--- config.mk ---
export PLATFORM = sky130hd
export DESIGN_NAME = pll_supervisor
export DESIGN_NICKNAME = d
export VERILOG_FILES = /design/src/rtl/pll_supervisor_pkg.sv /design/src/rtl/pll_supervisor_sync_2ff.sv /design/src/rtl/pll_supervisor.sv
export SDC_FILE = /design/constraint.sdc
export NUM_CORES = 1
export LEC_CHECK = 0
export CAP_MARGIN = 20
export CORE_MARGIN = 8
export CORE_UTILIZATION = 60
export DETAILED_ROUTE_END_ITERATION = 8
export GPL_TIMING_DRIVEN = 0
export HOLD_SLACK_MARGIN = 0.02
export PLACE_DENSITY = 0.8
export SYNTH_ARGS = -nofsm -noshare
export SYNTH_HDL_FRONTEND = slang
export SYNTH_HIERARCHICAL = 1
export SYNTH_SLANG_ARGS = --single-unit
--- constraint.sdc ---
create_clock -name cmod_osc -period 3.29 [get_ports cmod_osc]
set_input_delay 0.987 -clock cmod_osc [delete_from_list [all_inputs] [get_ports cmod_osc]]
set_output_delay 0.987 -clock cmod_osc [all_outputs]
set_load 0.01 [all_outputs]
--- src/rtl/pll_supervisor_pkg.sv ---
`default_nettype none
// ============================================================================
// Module   : pll_supervisor_pkg
// Brief    : Shared types and sizing helpers for the PLL supervisor.
// Revision : 1.0
// ============================================================================
package pll_supervisor_pkg;

  typedef enum logic [2:0] {
    PLL_RST   = 3'd0,
    WAIT_LOCK = 3'd1,
    STABLE    = 3'd2,
    RELEASE   = 3'd3,
    RUN       = 3'd4,
    FAULT     = 3'd5
  } state_e;

  localparam int unsigned c_llc_w = 8;

  // Counter width able to hold 0..max_val-1, never narrower than one bit.
  function automatic int unsigned f_cnt_w(input int unsigned max_val);
    return (max_val > 1) ? $clog2(max_val) : 1;
  endfunction

  function automatic int unsigned f_max(input int unsigned a, input int unsigned b);
    return (a > b) ? a : b;
  endfunction

endpackage
`default_nettype wire

--- src/rtl/pll_supervisor_sync_2ff.sv ---
`default_nettype none
// ============================================================================
// Module   : sync_2ff
// Brief    : Two-flop synchronizer for a single asynchronous level.
// Revision : 1.0
// ============================================================================
module sync_2ff (
  input  logic clk_i,
  input  logic rst_n_i,
  input  logic d_i,
  output logic q_o
);

  logic meta_q;
  logic sync_q;

  always_ff @(posedge clk_i or negedge rst_n_i) begin
    if (!rst_n_i) begin
      meta_q <= 1'b0;
      sync_q <= 1'b0;
    end else begin
      meta_q <= d_i;
      sync_q <= meta_q;
    end
  end

  assign q_o = sync_q;

endmodule
`default_nettype wire

--- src/rtl/pll_supervisor.sv ---
`default_nettype none
// ============================================================================
// Module   : pll_supervisor
// Brief    : PLL reset/lock sequencer with retry, fault latch and staged
//            release of downstream reset domains.
// Revision : 1.0
// ============================================================================
module pll_supervisor
  import pll_supervisor_pkg::*;
#(
  parameter int unsigned LOCK_STABLE_CYCLES  = 1200,
  parameter int unsigned LOCK_TIMEOUT_CYCLES = 120_000,
  parameter int unsigned PLL_RESET_CYCLES    = 12,
  parameter int unsigned MAX_RETRIES         = 3,
  parameter int unsigned NUM_DOMAINS         = 2,
  parameter int unsigned STAGE_GAP_CYCLES    = 16,
  parameter int unsigned BLINK_CYCLES        = 3_000_000
) (
  input  logic                   cmod_osc,
  input  logic                   reset_n,
  input  logic                   pll_locked,
  input  logic                   clear_fault,
  output logic                   pll_reset,
  output logic [NUM_DOMAINS-1:0] domain_rst_n,
  output logic                   ready,
  output logic                   fault,
  output logic [c_llc_w-1:0]     lock_loss_count,
  output logic [1:0]             status_led
);

  localparam int unsigned c_tmr_max = f_max(f_max(LOCK_TIMEOUT_CYCLES, LOCK_STABLE_CYCLES),
                                            f_max(PLL_RESET_CYCLES, STAGE_GAP_CYCLES));
  localparam int unsigned c_tmr_w   = f_cnt_w(c_tmr_max);
  localparam int unsigned c_stg_w   = f_cnt_w(NUM_DOMAINS);
  localparam int unsigned c_rty_w   = f_cnt_w(MAX_RETRIES + 1);
  localparam int unsigned c_blk_w   = f_cnt_w(BLINK_CYCLES);

  localparam logic [c_tmr_w-1:0] c_rst_last = c_tmr_w'(PLL_RESET_CYCLES - 1);
  localparam logic [c_tmr_w-1:0] c_tmo_last = c_tmr_w'(LOCK_TIMEOUT_CYCLES - 1);
  localparam logic [c_tmr_w-1:0] c_stb_last = c_tmr_w'(LOCK_STABLE_CYCLES - 1);
  localparam logic [c_tmr_w-1:0] c_gap_last = c_tmr_w'(STAGE_GAP_CYCLES - 1);
  localparam logic [c_stg_w-1:0] c_stg_last = c_stg_w'(NUM_DOMAINS - 1);
  localparam logic [c_rty_w-1:0] c_rty_max  = c_rty_w'(MAX_RETRIES);
  localparam logic [c_blk_w-1:0] c_blk_last = c_blk_w'(BLINK_CYCLES - 1);

  state_e                 state_q;
  logic [c_tmr_w-1:0]     timer_q;
  logic [c_stg_w-1:0]     stage_q;
  logic [c_rty_w-1:0]     retries_q;
  logic [c_blk_w-1:0]     blink_q;
  logic                   pll_reset_q;
  logic [NUM_DOMAINS-1:0] dom_q;
  logic                   ready_q;
  logic                   fault_q;
  logic                   led_q;
  logic [c_llc_w-1:0]     llc_q;
  logic [c_llc_w-1:0]     llc_d;
  logic                   locked_s;

  sync_2ff u_lock_sync (
    .clk_i   (cmod_osc),
    .rst_n_i (reset_n),
    .d_i     (pll_locked),
    .q_o     (locked_s)
  );

  always_comb begin
    llc_d = (llc_q == '1) ? llc_q : llc_q + 1'b1;
  end

  always_ff @(posedge cmod_osc or negedge reset_n) begin
    if (!reset_n) begin
      state_q     <= PLL_RST;
      timer_q     <= '0;
      stage_q     <= '0;
      retries_q   <= '0;
      blink_q     <= '0;
      pll_reset_q <= 1'b1;
      dom_q       <= '0;
      ready_q     <= 1'b0;
      fault_q     <= 1'b0;
      led_q       <= 1'b0;
      llc_q       <= '0;
    end else begin
      case (state_q)
        PLL_RST: begin
          if (timer_q == c_rst_last) begin
            timer_q     <= '0;
            pll_reset_q <= 1'b0;
            state_q     <= WAIT_LOCK;
          end else begin
            timer_q <= timer_q + 1'b1;
          end
        end

        // Timeout is tested before lock so a coincident lock rise loses.
        WAIT_LOCK: begin
          if (timer_q == c_tmo_last) begin
            timer_q     <= '0;
            pll_reset_q <= 1'b1;
            if (retries_q == c_rty_max) begin
              fault_q <= 1'b1;
              led_q   <= 1'b1;
              blink_q <= '0;
              state_q <= FAULT;
            end else begin
              retries_q <= retries_q + 1'b1;
              state_q   <= PLL_RST;
            end
          end else if (locked_s) begin
            timer_q <= '0;
            state_q <= STABLE;
          end else begin
            timer_q <= timer_q + 1'b1;
          end
        end

        STABLE: begin
          if (!locked_s) begin
            timer_q <= '0;
            state_q <= WAIT_LOCK;
          end else if (timer_q == c_stb_last) begin
            timer_q <= '0;
            stage_q <= '0;
            dom_q   <= NUM_DOMAINS'(1);
            state_q <= RELEASE;
          end else begin
            timer_q <= timer_q + 1'b1;
          end
        end

        // Lock loss during release is handled exactly like loss in RUN and
        // takes priority over any pending stage advance.
        RELEASE, RUN: begin
          if (!locked_s) begin
            dom_q       <= '0;
            ready_q     <= 1'b0;
            llc_q       <= llc_d;
            retries_q   <= '0;
            timer_q     <= '0;
            pll_reset_q <= 1'b1;
            state_q     <= PLL_RST;
          end else if (state_q == RELEASE) begin
            if (timer_q == c_gap_last) begin
              timer_q <= '0;
              if (stage_q == c_stg_last) begin
                ready_q <= 1'b1;
                state_q <= RUN;
              end else begin
                stage_q <= stage_q + 1'b1;
                dom_q   <= (dom_q << 1) | NUM_DOMAINS'(1);
              end
            end else begin
              timer_q <= timer_q + 1'b1;
            end
          end
        end

        FAULT: begin
          if (clear_fault) begin
            fault_q   <= 1'b0;
            led_q     <= 1'b0;
            retries_q <= '0;
            timer_q   <= '0;
            state_q   <= PLL_RST;
          end else if (blink_q == c_blk_last) begin
            blink_q <= '0;
            led_q   <= ~led_q;
          end else begin
            blink_q <= blink_q + 1'b1;
          end
        end

        default: begin
          timer_q     <= '0;
          pll_reset_q <= 1'b1;
          dom_q       <= '0;
          ready_q     <= 1'b0;
          state_q     <= PLL_RST;
        end
      endcase
    end
  end

  assign pll_reset       = pll_reset_q;
  assign domain_rst_n    = dom_q;
  assign ready           = ready_q;
  assign fault           = fault_q;
  assign lock_loss_count = llc_q;
  assign status_led      = {led_q, ready_q};

endmodule
`default_nettype wire

# Word level (Yosys, flattened, before mapping)
# Index checks and enable logic that the tools add are counted.
# W data, S select, Z words.
# word_totals
register_bits,61
input_bits,4
output_inout_bits,15
word_cells,136
# classes
addsub,5
n_eq_ne,31
n_mux,62
bitwise,6
reduce_logical,19
# ops
operator,n
$mux W17,9
$mux W22,4
$pmux W17 S5,1
$pmux W22 S2,1
$eq A17 B4 Y1 const B,2
$mux W3,11
$add A22 B1 Y22 const B,1
$eq A22 B22 Y1 const B,1
$mux W2,10
$ne A2 B2 Y1 const B,10
$reduce_and A4 Y1,5
$mux W1,18
$ne A3 B3 Y1 const B,6
$add A17 B1 Y17 const B,1
$eq A17 B11 Y1 const B,1
$eq A17 B17 Y1 const B,1
$pmux W3 S5,1
$pmux W2 S3,2
$reduce_and A6 Y1,2
$add A8 B1 Y8 const B,1
$eq A8 B8 Y1 const B,1
$pmux W1 S2,4
$reduce_and A7 Y1,1
$eq A3 B2 Y1 const B,2
18 further kinds,27

# Logic depth before layout (Yosys ltp)
# depth
ltp_word,6
depth_mapped,8
mapped_depth_nobuf,7

# By module
# Netlist, hierarchy kept.
# by_module_without_submodules
module,n_inst,cells_per_inst,area_per_inst_um2,seq_area_each_um2
pll_supervisor,1,379,3345.7,1477.7
sync_2ff,1,2,50.0,50.0

# Worst setup path before layout
# No wires, ideal clock.
# synth_path
path_kind,reg2reg
startpoint,register timer_q[11]
endpoint,register state_q[0]
setup_time_ns,0.128
t_arrival_ns,2.390
t_required_ns,3.162
slack_ns,0.772
stages_incl_launch_ff,7
n_path_buf,0
period_less_slack_ns,2.518
cell_sequence,dfrtp_1 > or4_4 > nor4_4 > nor4_2 > a2111oi_4 > o21ai_2 > mux2_1
# synth_via
elab_chain_len,3
word_cells_on_any_way,11
classes_between,8 x eq/ne; 2 x mux; 1 x reduce/logical
# synth_lines
item,line_no,source
"start, declared",pll_supervisor.sv:47,logic [c_tmr_w-1:0] timer_q;
"start signal, assigned",pll_supervisor.sv:92,timer_q <= timer_q + 1'b1;
"start signal, assigned",pll_supervisor.sv:114,timer_q <= timer_q + 1'b1;
"start signal, assigned",pll_supervisor.sv:128,timer_q <= timer_q + 1'b1;
$eq A17 B4 Y1 (tied with other cells),pll_supervisor.sv:144,if (timer_q == c_gap_last) begin
$ne A3 B3 Y1 (no line) (tied with other cells),--,
$reduce_and A7 Y1 (no line) or $pmux W3 S5 (tied branches),--,
"end signal, assigned",pll_supervisor.sv:142,state_q <= PLL_RST;
"end signal, assigned",pll_supervisor.sv:148,state_q <= RUN;
"end signal, assigned",pll_supervisor.sv:165,state_q <= PLL_RST;
"end, declared",pll_supervisor.sv:46,state_e state_q;
# Parallel ways exist; a longest one is shown, timed or not.
# A chain may end at the register's enable or synchronous reset.

# Final worst setup path
# layout_path
startpoint,input port clear_fault
endpoint,register blink_q[12]
# layout_via
elab_chain_len,2
# layout_lines
item,line_no,source
"start, declared",pll_supervisor.sv:22,"input logic clear_fault,"
$ne A2 B2 Y1 (no line),--,
$reduce_and A4 Y1 (no line),--,
"end signal, assigned",pll_supervisor.sv:170,blink_q <= blink_q + 1'b1;
"end, declared",pll_supervisor.sv:50,logic [c_blk_w-1:0] blink_q;
# No other way between the ends.

==> run_results.csv <==
group,metric,value,unit
clock_tree,cts_tree,"yes",
sta,final.setup.worst_slack,281,ps
place,dp.cells,472,
global_route,antenna_found_initial,0,
setup_path,required,3520,ps
sta,rsz0062_at_grt,"no",
finish,area_delta_synth_final,16.2,%
min_path,hp-class,"flip-flop to flip-flop",
place,place_area,3680,um^2
route,wl,7600,um
place,dpl.hpwl,5140,um
route,dr.pass1.iters,4,
power_and_ir_drop,switching_power,0.000761,W
sta,period_share,91.5,%
finish,finish.instance_area,3950,um^2
synthesis,muxShareOfSynthArea,0.663,%
finish,final_cells,489,
place,port_buffers,18,
synthesis,synth-seq-cells,61,
synthesis,synth_simple_gate_area_share,29.4,%
floorplanning,start_util,62.0,%
global_route,grt_max_degree,37,
finish,fill_cells,420,
global_route,first_global_vias,2802,
route,via_per_inst,6.10,
sta,fmax,332,MHz
finish,layout_common_cells,"dfrtp_1 (60), nor2_1 (43), nand2_1 (40)",
clock_tree,clkSinkCount,61,
floorplanning,die_y,91.2,um
sta,setup_viol,0,
route,wl_met2,3730,um
setup_path,crit_type,"input pin to flip-flop",
power_and_ir_drop,clock_power_share,35.2,%
clock_tree,cts_max_path_buffers,2,
setup_path,crit_top_cell,"clkbuf_1",
synthesis,synth_xor_area_share,5.42,%
clock_tree,htreeDepth,3,
synthesis,async_reset_ff_share,100,%
finish,final_common_cell,"dfrtp_1",
clock_tree,cts-resized-gates,0,
route,met3WireLength,386,um
setup_path,critical_path.cell_chain,"clkdlybuf4s50_1, and2_1, nor3_1, o21ai_1, clkbuf_1, clkbuf_1, o21ai_0, o31ai_1",
global_route,grt_usage,19.0,%
floorplanning,core-area,5470,um^2
run_status,outcome,"completed",
synthesis,syn-instance-count,381,
route,met1Wirelength,3340,um
sta,skew,8.24,ps
power_and_ir_drop,finalPower,0.00244,W
setup_path,cp_slowest_stage_delay,560,ps
job,max_cap_viol_count,0,
synthesis,synth_cell_types,53,
finish,drive_gt1_share,8.15,%
floorplanning,io_pins,19,
sta,worst_pin_slew,787,ps
clock_tree,post_cts_buffers,0,
power_and_ir_drop,seq_power_share,37.1,%
place,gp_congestion,0.906,
clock_tree,clk_pin_slew,70,ps
route,drc,0,
synthesis,syn_avg_cell_area,8.91,um^2
setup_path,r2r_cells,7,
finish,nets,420,
synthesis,synth_top_family_by_area,"simple AND/OR/NAND/NOR gates",
place,dp_slack,-8.54,ps
setup_path,critical_path.max_fanout,10,
route,wl_per_cell,15.6,um
synthesis,synth_edf_count,0,
setup_path,crit_arrival,3240,ps
floorplanning,die_x,91.2,um
global_route,grt_pass1_wl,13100,um
clock_tree,cts_root_buffer,"clkbuf_8",
route,first_iter_violations,209,
power_and_ir_drop,internal_power,0.00168,W
route,ant_nets,0,
synthesis,synth_fa_ha_area_share,1.47,%
power_and_ir_drop,switching_share,31.2,%
floorplanning,die-area,8320,um^2
clock_tree,cts_inserted_buffers,9,
clock_tree,clk_latency,340,ps
sta,hold_violations,0,
power_and_ir_drop,p_leak,1.62,nW
synthesis,synth_compound_area_share,15.4,%
sta,relSlewSlack,47.1,%
min_path,hold-path-cell-count,0,
route,top_layer,"met4",
synthesis,synth_fp_nets,389,
floorplanning,placement_rows,27,
setup_path,cp-end-kind,"flip-flop",
sta,fin_crit,3010,ps
clock_tree,ctsHoldBuffers,0,
synthesis,synth_ff_type,"dfrtp_1",
sta,final_max_slew_viol_count,0,
power_and_ir_drop,powerDensity,619,nW/um^2
power_and_ir_drop,comb_power_share,27.7,%
route,vias,2983,
synthesis,synth.yosys.seq_area_share,45.0,%
finish,diodes,0,
setup_path,worst_path_max_delay_cell,"clkdlybuf4s50_1",
sta,hold_ws,352,ps
global_route,overflow,0,
synthesis,syn_area,3400,um^2
power_and_ir_drop,vdd_drop_max,0.489,mV
setup_path,start_kind,"input pin",
synthesis,synth_warnings,6,
==> layer usage <==
metal  GRT usage, %  vias up
met3           3.70       18
met2           30.2      100
li1               -     1430
met5              0        -
met4           9.96        0
met1           24.0     1435
==> sequential cells by signal (all words and copies together) (netlist names), 2 cells and up <==
signal,flops
lock_loss_count,8
state_q,3
retries_q,2
domain_rst_n,2
blink_q,22
timer_q,17
==> cells in the mapped netlist, types with 7 or more instances <==
master    number  area (um^2)
a21oi_1        8         40.0
a22o_1         7         61.3
and3_1        12         75.1
clkbuf_1      12         45.0
dfrtp_1       60         1500
inv_1          7         26.3
nand2_1       40          150
nand2b_1       8         50.1
nand3_1       18         90.1
nor2_1        43          161
nor2b_1       13         81.3
nor3_1        15         75.1
nor4_1         9         56.3
o21ai_0       38          190
o31ai_1        7         52.6
xnor2_1       19          166
==> cell families (layout without fill, tap and decap cells) <==
family / Yosys count / after routing
AOI/OAI and AO/OA: 81 / 81
xor gates and xnor gates: 21 / 21
adders and majority gates: 4 / 4
DFF: 61 / 61
buffers and inverters: 22 / 58
and+or+nand+nor: 190 / 190
muxes: 2 / 2
==> through the flow <==
step	TNS, ps	utilization, %
2_1_floorplan	0	-
3_3_place_gp	-40070	67.0
3_5_place_dp	-8.54	67.3
4_1_cts	0	72.0
5_1_grt	0	72.1
6_report	0	72.1
==> power groups by stage <==
stage | Combinational, W | Clock, W | Sequential, W
after detailed placement | 0.000672 | 0 | 0.000917
after global routing | 0.000758 | 0.000903 | 0.000918
final | 0.000677 | 0.000860 | 0.000907
after floorplan | 0.000452 | 0 | 0.000920
after global placement | 0.000652 | 0 | 0.000914
after CTS | 0.000678 | 0.000865 | 0.000905
==> final cells by class <==
type	count	area, um^2	area share (%)
flip-flops and latches	61	1530	38.7
inverters	7	26.3	0.666
multi-input cells	298	1780	45.1
well taps	72	90.1	2.28
plain buffers	15	63.8	1.62
clock inverters	3	90.1	2.28
repair buffers	20	200	5.07
clock buffers	13	169	4.28
==> worst max-delay path, delay by kind of cell <==
family,cells,cell delay [ps]
and+or+nand+nor,2,220
buffers and inverters,3,1360
AOI/OAI and AO/OA,3,670
==> worst paths after layout <==
kind | start | endpoint | slack [ps]
max | clear_fault | blink_q[12] | 280
min | u_lock_sync/meta_q | u_lock_sync/q_o | 350
max reg2reg | timer_q[11] | blink_q[12] | 360
min reg2reg | u_lock_sync/meta_q | u_lock_sync/q_o | 350
max in group asynchronous | reset_n | blink_q[3] | 2040
min in group asynchronous | reset_n | ready | 650
No activity file was read; power rests on OpenSTA's default activity.
